$ cat src/rtl/hack_alu_pkg.sv
// Shared types and constants for the Hack ALU and its multi-requester front end.
// Control words are laid out {zx,nx,zy,ny,f,no}, MSB first.
package hack_alu_pkg;

    typedef struct packed {
        logic zx;
        logic nx;
        logic zy;
        logic ny;
        logic f;
        logic no;
    } alu_ctrl_t;

    typedef enum logic {
        EMPTY = 1'b0,
        FULL  = 1'b1
    } rsp_state_t;

    localparam logic [5:0] ALU_ZERO      = 6'b101010;
    localparam logic [5:0] ALU_ONE       = 6'b111111;
    localparam logic [5:0] ALU_NEG1      = 6'b111010;
    localparam logic [5:0] ALU_X_PLUS_Y  = 6'b000010;
    localparam logic [5:0] ALU_X_MINUS_Y = 6'b010011;
    localparam logic [5:0] ALU_X_AND_Y   = 6'b000000;

    // Round-robin candidate index; base and offset are each below n, so one subtract wraps it.
    function automatic int rr_index(input int base, input int offset, input int n);
        int sum;
        sum = base + offset;
        if (sum >= n) begin
            sum = sum - n;
        end
        return sum;
    endfunction

endpackage

$ cat src/rtl/hack_alu.sv
// Purely combinational Hack ALU: optional zero/negate on each operand,
// add or AND, optional negate of the result, plus zero/negative flags.
module hack_alu
    import hack_alu_pkg::*;
(
    input  logic [15:0] x,
    input  logic [15:0] y,
    input  alu_ctrl_t   ctrl,
    output logic [15:0] out,
    output logic        zr,
    output logic        ng
);

    logic [15:0] x_zeroed;
    logic [15:0] x_final;
    logic [15:0] y_zeroed;
    logic [15:0] y_final;
    logic [15:0] f_result;

    always_comb begin
        x_zeroed = ctrl.zx ? 16'h0000 : x;
        x_final  = ctrl.nx ? ~x_zeroed : x_zeroed;
        y_zeroed = ctrl.zy ? 16'h0000 : y;
        y_final  = ctrl.ny ? ~y_zeroed : y_zeroed;
        // The carry out of the add is deliberately dropped.
        f_result = ctrl.f ? (x_final + y_final) : (x_final & y_final);
        out      = ctrl.no ? ~f_result : f_result;
        zr       = (out == 16'h0000);
        ng       = out[15];
    end

endmodule

$ cat src/rtl/hack_alu_arbiter.sv
// Round-robin front end sharing one hack_alu between N_REQ requesters,
// with a single registered response slot tagged by the winning requester.
module hack_alu_arbiter
    import hack_alu_pkg::*;
#(
    parameter int N_REQ = 2
) (
    input  logic                     clk,
    input  logic                     rst,
    input  logic [N_REQ-1:0]         req_valid,
    output logic [N_REQ-1:0]         req_ready,
    input  logic [N_REQ*16-1:0]      req_x,
    input  logic [N_REQ*16-1:0]      req_y,
    input  logic [N_REQ*6-1:0]       req_ctrl,
    output logic                     rsp_valid,
    input  logic                     rsp_ready,
    output logic [$clog2(N_REQ)-1:0] rsp_id,
    output logic [15:0]              rsp_out,
    output logic                     rsp_zr,
    output logic                     rsp_ng
);

    localparam int ID_W = $clog2(N_REQ);

    rsp_state_t      state;
    logic [ID_W-1:0] last_grant;

    logic            can_accept;
    logic            found;
    logic            accept;
    int              idx;
    logic [ID_W-1:0] winner;
    logic [15:0]     sel_x;
    logic [15:0]     sel_y;
    alu_ctrl_t       sel_ctrl;

    logic [15:0]     alu_out;
    logic            alu_zr;
    logic            alu_ng;

    assign can_accept = (state == EMPTY) || rsp_ready;

    // Search from the requester after the last winner; the winner's operands feed the ALU directly.
    always_comb begin
        found    = 1'b0;
        idx      = 0;
        winner   = '0;
        sel_x    = '0;
        sel_y    = '0;
        sel_ctrl = '0;
        for (int k = 1; k <= N_REQ; k++) begin
            if (!found && req_valid[rr_index(int'(last_grant), k, N_REQ)]) begin
                found = 1'b1;
                idx   = rr_index(int'(last_grant), k, N_REQ);
            end
        end
        winner   = ID_W'(idx);
        sel_x    = req_x[idx*16 +: 16];
        sel_y    = req_y[idx*16 +: 16];
        sel_ctrl = alu_ctrl_t'(req_ctrl[idx*6 +: 6]);
    end

    always_comb begin
        req_ready = '0;
        if (!rst && can_accept && found) begin
            req_ready[winner] = 1'b1;
        end
    end

    assign accept = |req_ready;

    hack_alu u_alu (
        .x    (sel_x),
        .y    (sel_y),
        .ctrl (sel_ctrl),
        .out  (alu_out),
        .zr   (alu_zr),
        .ng   (alu_ng)
    );

    // Accept and drain can share an edge, so a new result simply overwrites the old one.
    always_ff @(posedge clk) begin
        if (rst) begin
            state      <= EMPTY;
            last_grant <= ID_W'(N_REQ - 1);
            rsp_id     <= '0;
            rsp_out    <= '0;
            rsp_zr     <= 1'b0;
            rsp_ng     <= 1'b0;
        end else begin
            case (state)
                EMPTY: begin
                    if (accept) begin
                        state <= FULL;
                    end
                end
                FULL: begin
                    if (rsp_ready && !accept) begin
                        state <= EMPTY;
                    end
                end
                default: state <= EMPTY;
            endcase
            if (accept) begin
                last_grant <= winner;
                rsp_id     <= winner;
                rsp_out    <= alu_out;
                rsp_zr     <= alu_zr;
                rsp_ng     <= alu_ng;
            end
        end
    end

    assign rsp_valid = (state == FULL);

endmodule

$ cat config.mk
export PLATFORM = sky130hd
export DESIGN_NAME = hack_alu_arbiter
export DESIGN_NICKNAME = d
export VERILOG_FILES = /design/src/rtl/hack_alu_pkg.sv /design/src/rtl/hack_alu.sv /design/src/rtl/hack_alu_arbiter.sv
export SDC_FILE = /design/constraint.sdc
export NUM_CORES = 1
export LEC_CHECK = 0
export BUFFER_PORTS_ARGS = -buffer_cell sky130_fd_sc_hd__buf_2
export CAP_MARGIN = 10
export CORE_ASPECT_RATIO = 1.5
export CORE_MARGIN = 5
export CORE_UTILIZATION = 25
export CTS_BUF_LIST = sky130_fd_sc_hd__clkbuf_8
export DETAILED_ROUTE_END_ITERATION = 8
export HOLD_SLACK_MARGIN = 0.03
export MAX_ROUTING_LAYER = met4
export PLACE_DENSITY = 0.5
export SLEW_MARGIN = 25
export SYNTH_ARGS = -nofsm -noshare
export SYNTH_HDL_FRONTEND = slang
export SYNTH_SLANG_ARGS = --single-unit
$ cat constraint.sdc
create_clock -name clk -period 14 [get_ports clk]
set_input_delay 1.4 -clock clk [delete_from_list [all_inputs] [get_ports clk]]
set_output_delay 1.4 -clock clk [all_outputs]
set_load 0.005 [all_outputs]
# After elaboration in Yosys (flattened, before gate mapping)
# Index checks and enable logic that the tools add are counted.
# W data, S select, Z words.
# classes
addsub,5
mul,1
n_lt_le_gt_ge,6
shifts,3
muxes,24
bitwise,5
reduce_logical,11
# op_table
op,n
$mux W32,4
$mux W16,6
$lt A32 B3 Y1 const B,2
$shiftx A32 B32 Y16,2
$not A16 Y16,3
$mul A32 B3 Y31 const B,1
$shiftx A12 B32 Y6,1
$add A16 B16 Y16,1
$and A16 B16 Y16,1
$logic_not A16 Y1,1
$mux W1,11
$logic_and A1 B1 Y1,5
$sub A3 B2 Y4 const B,1
$add A1 B2 Y3 const B,1
$ge A3 B2 Y1 const B,1
$logic_not A1 Y1,3
$sub A2 B2 Y3 const B,1
$add A1 B1 Y2 const B,1
$ge A2 B2 Y1 const B,1
$lt A1 B2 Y1 const B,1
$mux W2,1
$pmux W1 S2,1
$reduce_or A2 Y1,1
$demux W1 S1,1
other kinds (3),3
# word_totals
register_bits,21
in_bits,81

# Longest topological paths before layout
# depth
depth_word,20
mapped_depth,18
depth_no_buf,17

# Cells and area by module
# A second synthesis with hierarchy kept.
# unflattened
cells_unflattened,352
area_unflattened_um2,3064.2
# modules_own_cells
mod,instances,cells_each,area_each_um2,seq_area_each_um2
hack_alu,1,235,1751.7,0.0
hack_alu_arbiter,1,117,1312.5,420.4

# Worst setup path after synthesis
# OpenSTA, ideal clock, no wires.
# synth_path
path_kind,input -> register
start,in req_valid[1]
end,reg rsp_zr
setup_time_ps,59
arrival_ps,5362
required_ps,13941
setup_slack_ps,8578
stages,16
n_path_buf,2
cell_sequence,a21boi_2 clkbuf_1 mux2i_1 buf_2 xnor2_1 ha_1 fa_1 a211oi_1 o21bai_1 a211oi_1 nor3_1 o31a_1 o31ai_1 xor2_1 o2111ai_1 nand2_1
# synth_via
elab_chain_cells,17
word_cells_on_any_way,36
# synth_rtl
item,line,source
"start, declared",hack_alu_arbiter.sv:10,"input logic [N_REQ-1:0] req_valid,"
$mux W1 (not written as such) (3 in series),hack_alu_arbiter.sv:52,"if (!found && req_valid[rr_index(int'(last_grant), k, N_REQ)]) begin"
$mux W1,hack_alu_arbiter.sv:52,
$logic_not A1 Y1,hack_alu_arbiter.sv:52,
$logic_and A1 B1 Y1,hack_alu_arbiter.sv:52,
$mux W32,hack_alu_arbiter.sv:52,
$mul A32 B3 Y31,hack_alu_arbiter.sv:60,sel_ctrl = alu_ctrl_t'(req_ctrl[idx*6 +: 6]);
$shiftx A12 B32 Y6,hack_alu_arbiter.sv:60,
"$mux W16, on equally long branches","hack_alu.sv:21, hack_alu.sv:23",
"$not A16 Y16, on equally long branches","hack_alu.sv:22, hack_alu.sv:24",
"$mux W16, on equally long branches","hack_alu.sv:22, hack_alu.sv:24",
$add A16 B16 Y16 or $and A16 B16 Y16 (tied branches),hack_alu.sv:26,f_result = ctrl.f ? (x_final + y_final) : (x_final & y_final);
$mux W16,hack_alu.sv:26,
$not A16 Y16,hack_alu.sv:27,out = ctrl.no ? ~f_result : f_result;
$mux W16,hack_alu.sv:27,
$logic_not A16 Y1,hack_alu.sv:28,zr = (out == 16'h0000);
"end signal, assigned",hack_alu_arbiter.sv:108,rsp_zr <= alu_zr;
"end, declared",hack_alu_arbiter.sv:19,"output logic rsp_zr,"
# Several ways; a longest one is shown, not always the timed one. The select of a mux whose other input is x is not followed.
# A chain may end at the register's enable or synchronous reset.

# Worst setup path after layout
# Same ends and word-level chain as after synthesis.

==> reports/summary.txt <==
Via density: 4.777
Reg-to-reg critical path startpoint: last_grant
WP data arrival: 5440 ps
DP Wirelength: 7.244 mm
Full die area: 0.01353 mm^2
DRT iter0 DRCs: 147
First-pass GRT wire length: 14.43 mm
CTS resizes: 0
Ys Warns: 0
Core Util, Final: 0.3181
Clock skew: 3.309 ps
Pleak: 0.001554 uW
Slowest cell on crit path: fa_1
# port buffers: 102
Drt total wl: 8.752 mm
Required time worst endpoint: 14200 ps
Cell Area, Synth: 0.002816 mm^2
Core ar.: 0.01106 mm^2
Placer congestion estimate: 0.8910
Root Driver: clkbuf_8
Fraction of registers with async set/reset: 0
Setup bufs post-CTS: 0
CTS tree: yes
Total track usage: 0.1278
Fmax: 191.0 MHz
CTS H-tree lvls: 1
Via count: 3067
P_int: 220.8 uW
Sequential Power Share: 0.192
Row Count: 47
CP Class: input pin to flip-flop
Initial antenna violation count: 0
Fin Setup TNS: 0 ps
FF-to-FF setup slack: 9710 ps
Share of layout cells above drive strength 1: 0.2566
Diode count: 0
CP cell instances: buf_2 -> a21boi_4 -> buf_4 -> nand2_1 -> nand2_1 -> a21oi_1 -> xnor2_1 -> ha_1 -> fa_1 -> a211oi_1 -> o21bai_1 -> a211oi_1 -> nor3_1 -> o31a_1 -> o31ai_1 -> xor2_1 -> o2111ai_1 -> nand2_1
Sw frac: 0.4493
Total gr overflow: 0
Relative slew margins: 0.6123
Crit-path max cell delay: 430 ps
Largest vdd supply drop: 0.00003428 V
Post-synthesis sequential area ratio: 0.1422
Hold Fails Final Rpt: 0
Psw: 180.1 uW
Count of hold-fix buffers inserted at cts: 0
Die Span Y: 140.0 um
Crit path launch type: input pin
Skew-Pair Late Insertion Delay: 250 ps
Crit path launch: req_valid[1]
Yosys cell types: 55
Num CTS Buffers: 3
Post-synth EDFFs: 0
Most common cell after layout, fill and taps aside: buf_2
Final setup fails: 0
Area taken by multi-input logic gates: 0.002292 mm^2
DRC viols: 0
Final worst-path cycle share: 0.3740
Final min period: 5236 ps
Commonest cells after routing, fill and taps aside: buf_2, nand2_1, a21oi_1
Hold slack: 469.1 ps
Syn Inst Count: 409
Worst-Margin Slew: 577.1 ps
WL per Instance: 13.63 um
Synthesis-to-finish area growth: 24.88%
Synth Register Bits: 20
Clock sinks: 20
Worst-path maximum fanout: 40
Clk network pwr share: 0.107
Worst-path clk slew: 70 ps
Starting Density: 0.2548
Worst Path Buf+Inv: 2
Avg Cell Area, Syn: 6.886 um^2
Deepest clock path buffer count: 2
CP endpoint kind: flip-flop
Die X: 96.67 um
Seq. cell area: 400.4 um^2
RSZ-0062 raised after global routing: no
Placed cell areas: 0.003462 mm^2
Fin nets: 594
Largest net degree at the start of global routing: 41
Syn_nets: 507
CP delay by family, top: compound AO/OA/AOI/OAI gates
Hold Path Class: flip-flop to flip-flop
Fillers: 1306
Max Transition Viols Final: 0
Top cell by count, worst path: nand2_1
Pre-antenna DRT Iters: 4
Max_cap viols: 0
Final ANT Viol Nets: 0
Hold Startpoint: rsp_zr
Status: completed
PwrDens: 114.0 mW/mm^2
IO Pins: 103
Final Cell Area: 0.003517 mm^2
Comb power frac: 0.701
Main synth FF type: dfxtp_1
Vias in the first global route: 3130
[worst paths after layout]
path | endpoint | cells after the start
worst min register to register | rsp_zr | 2
worst min-delay path | rsp_zr | 2
worst max register to register | rsp_zr | 17
worst max-delay path | rsp_zr | 18
[worst register-to-register path, stage by stage (launching register included)]
cell,delay (ps)
dfxtp_1,350
a21boi_4,120
buf_4,400
nand2_1,110
nand2_1,420
a21oi_1,100
xnor2_1,150
ha_1,260
fa_1,430
a211oi_1,280
o21bai_1,160
a211oi_1,340
nor3_1,120
o31a_1,290
o31ai_1,270
xor2_1,210
o2111ai_1,140
nand2_1,90
[power by group through the flow]
stage               Clock [uW]  Combinational [uW]  Sequential, uW
floorplan                    0                 210            79.2
global placement             0                 281            77.8
detailed placement           0                 282            78.4
CTS                       44.9                 283            77.1
global route              46.5                 315            79.1
finish                    43.0                 281            77.1
[through the flow]
step | worst slack, ps | instances | total power [uW]
floorplan | 8578 | 409 | 289.4
global placement | 8479 | 638 | 358.8
detailed placement | 8396 | 638 | 360.4
CTS | 8660 | 642 | 405.4
global route | 8174 | 642 | 440.7
finish | 8764 | 642 | 400.9
[final cells by class]
cell class	instances	share of cell area
clock buffer	4	0.01565
inverter	6	0.006403
multi-input combinational	356	0.6517
sequential	20	0.1138
tap	147	0.05229
timing repair buffer	109	0.1601
[state kept, by name, summed over array words and instances (netlist names)]
signal and count:
last_grant 1, rsp_valid 1, rsp_id 1, rsp_zr 1, rsp_out 16
[synth_stat cells (3+ instances only)]
cell type | n | area (um^2)
nand3_1 | 8 | 40.04
o31ai_1 | 4 | 30.03
a2111oi_0 | 3 | 26.28
xor2_1 | 8 | 70.07
nand2_1 | 91 | 341.6
o21ai_0 | 22 | 110.1
inv_1 | 6 | 22.52
nor3_1 | 8 | 40.04
nand3b_1 | 17 | 127.6
xnor2_1 | 46 | 402.9
dfxtp_1 | 20 | 400.4
or3_1 | 3 | 18.77
a21o_1 | 7 | 52.55
a21oi_1 | 49 | 245.2
nor2_1 | 18 | 67.56
ha_1 | 16 | 200.2
a211oi_1 | 4 | 30.03
clkbuf_1 | 19 | 71.32
buf_2 | 6 | 30.03
nor3b_1 | 4 | 30.03
mux2i_1 | 10 | 100.1
[metal layers]
metal,wire (um),GRT usage,vias up
li1,-,-,1607
met4,43,0.02663,0
met5,0,-,-
met1,3759,0.1482,1390
met2,4573,0.2376,68
met3,376,0.01194,2
[kinds of logic after synthesis]
family | count (synthesis) | share of synthesized area
AO/OA/AOI/OAI | 111 | 0.2421
XOR/XNOR | 54 | 0.1679
AND/OR/NAND/NOR | 162 | 0.2754
adder cells (fa/ha/maj) | 17 | 0.07819
buffers and inverters | 33 | 0.05065
multiplexers | 12 | 0.04354
flip-flops | 20 | 0.1422
(Power assumes the default switching activity.)
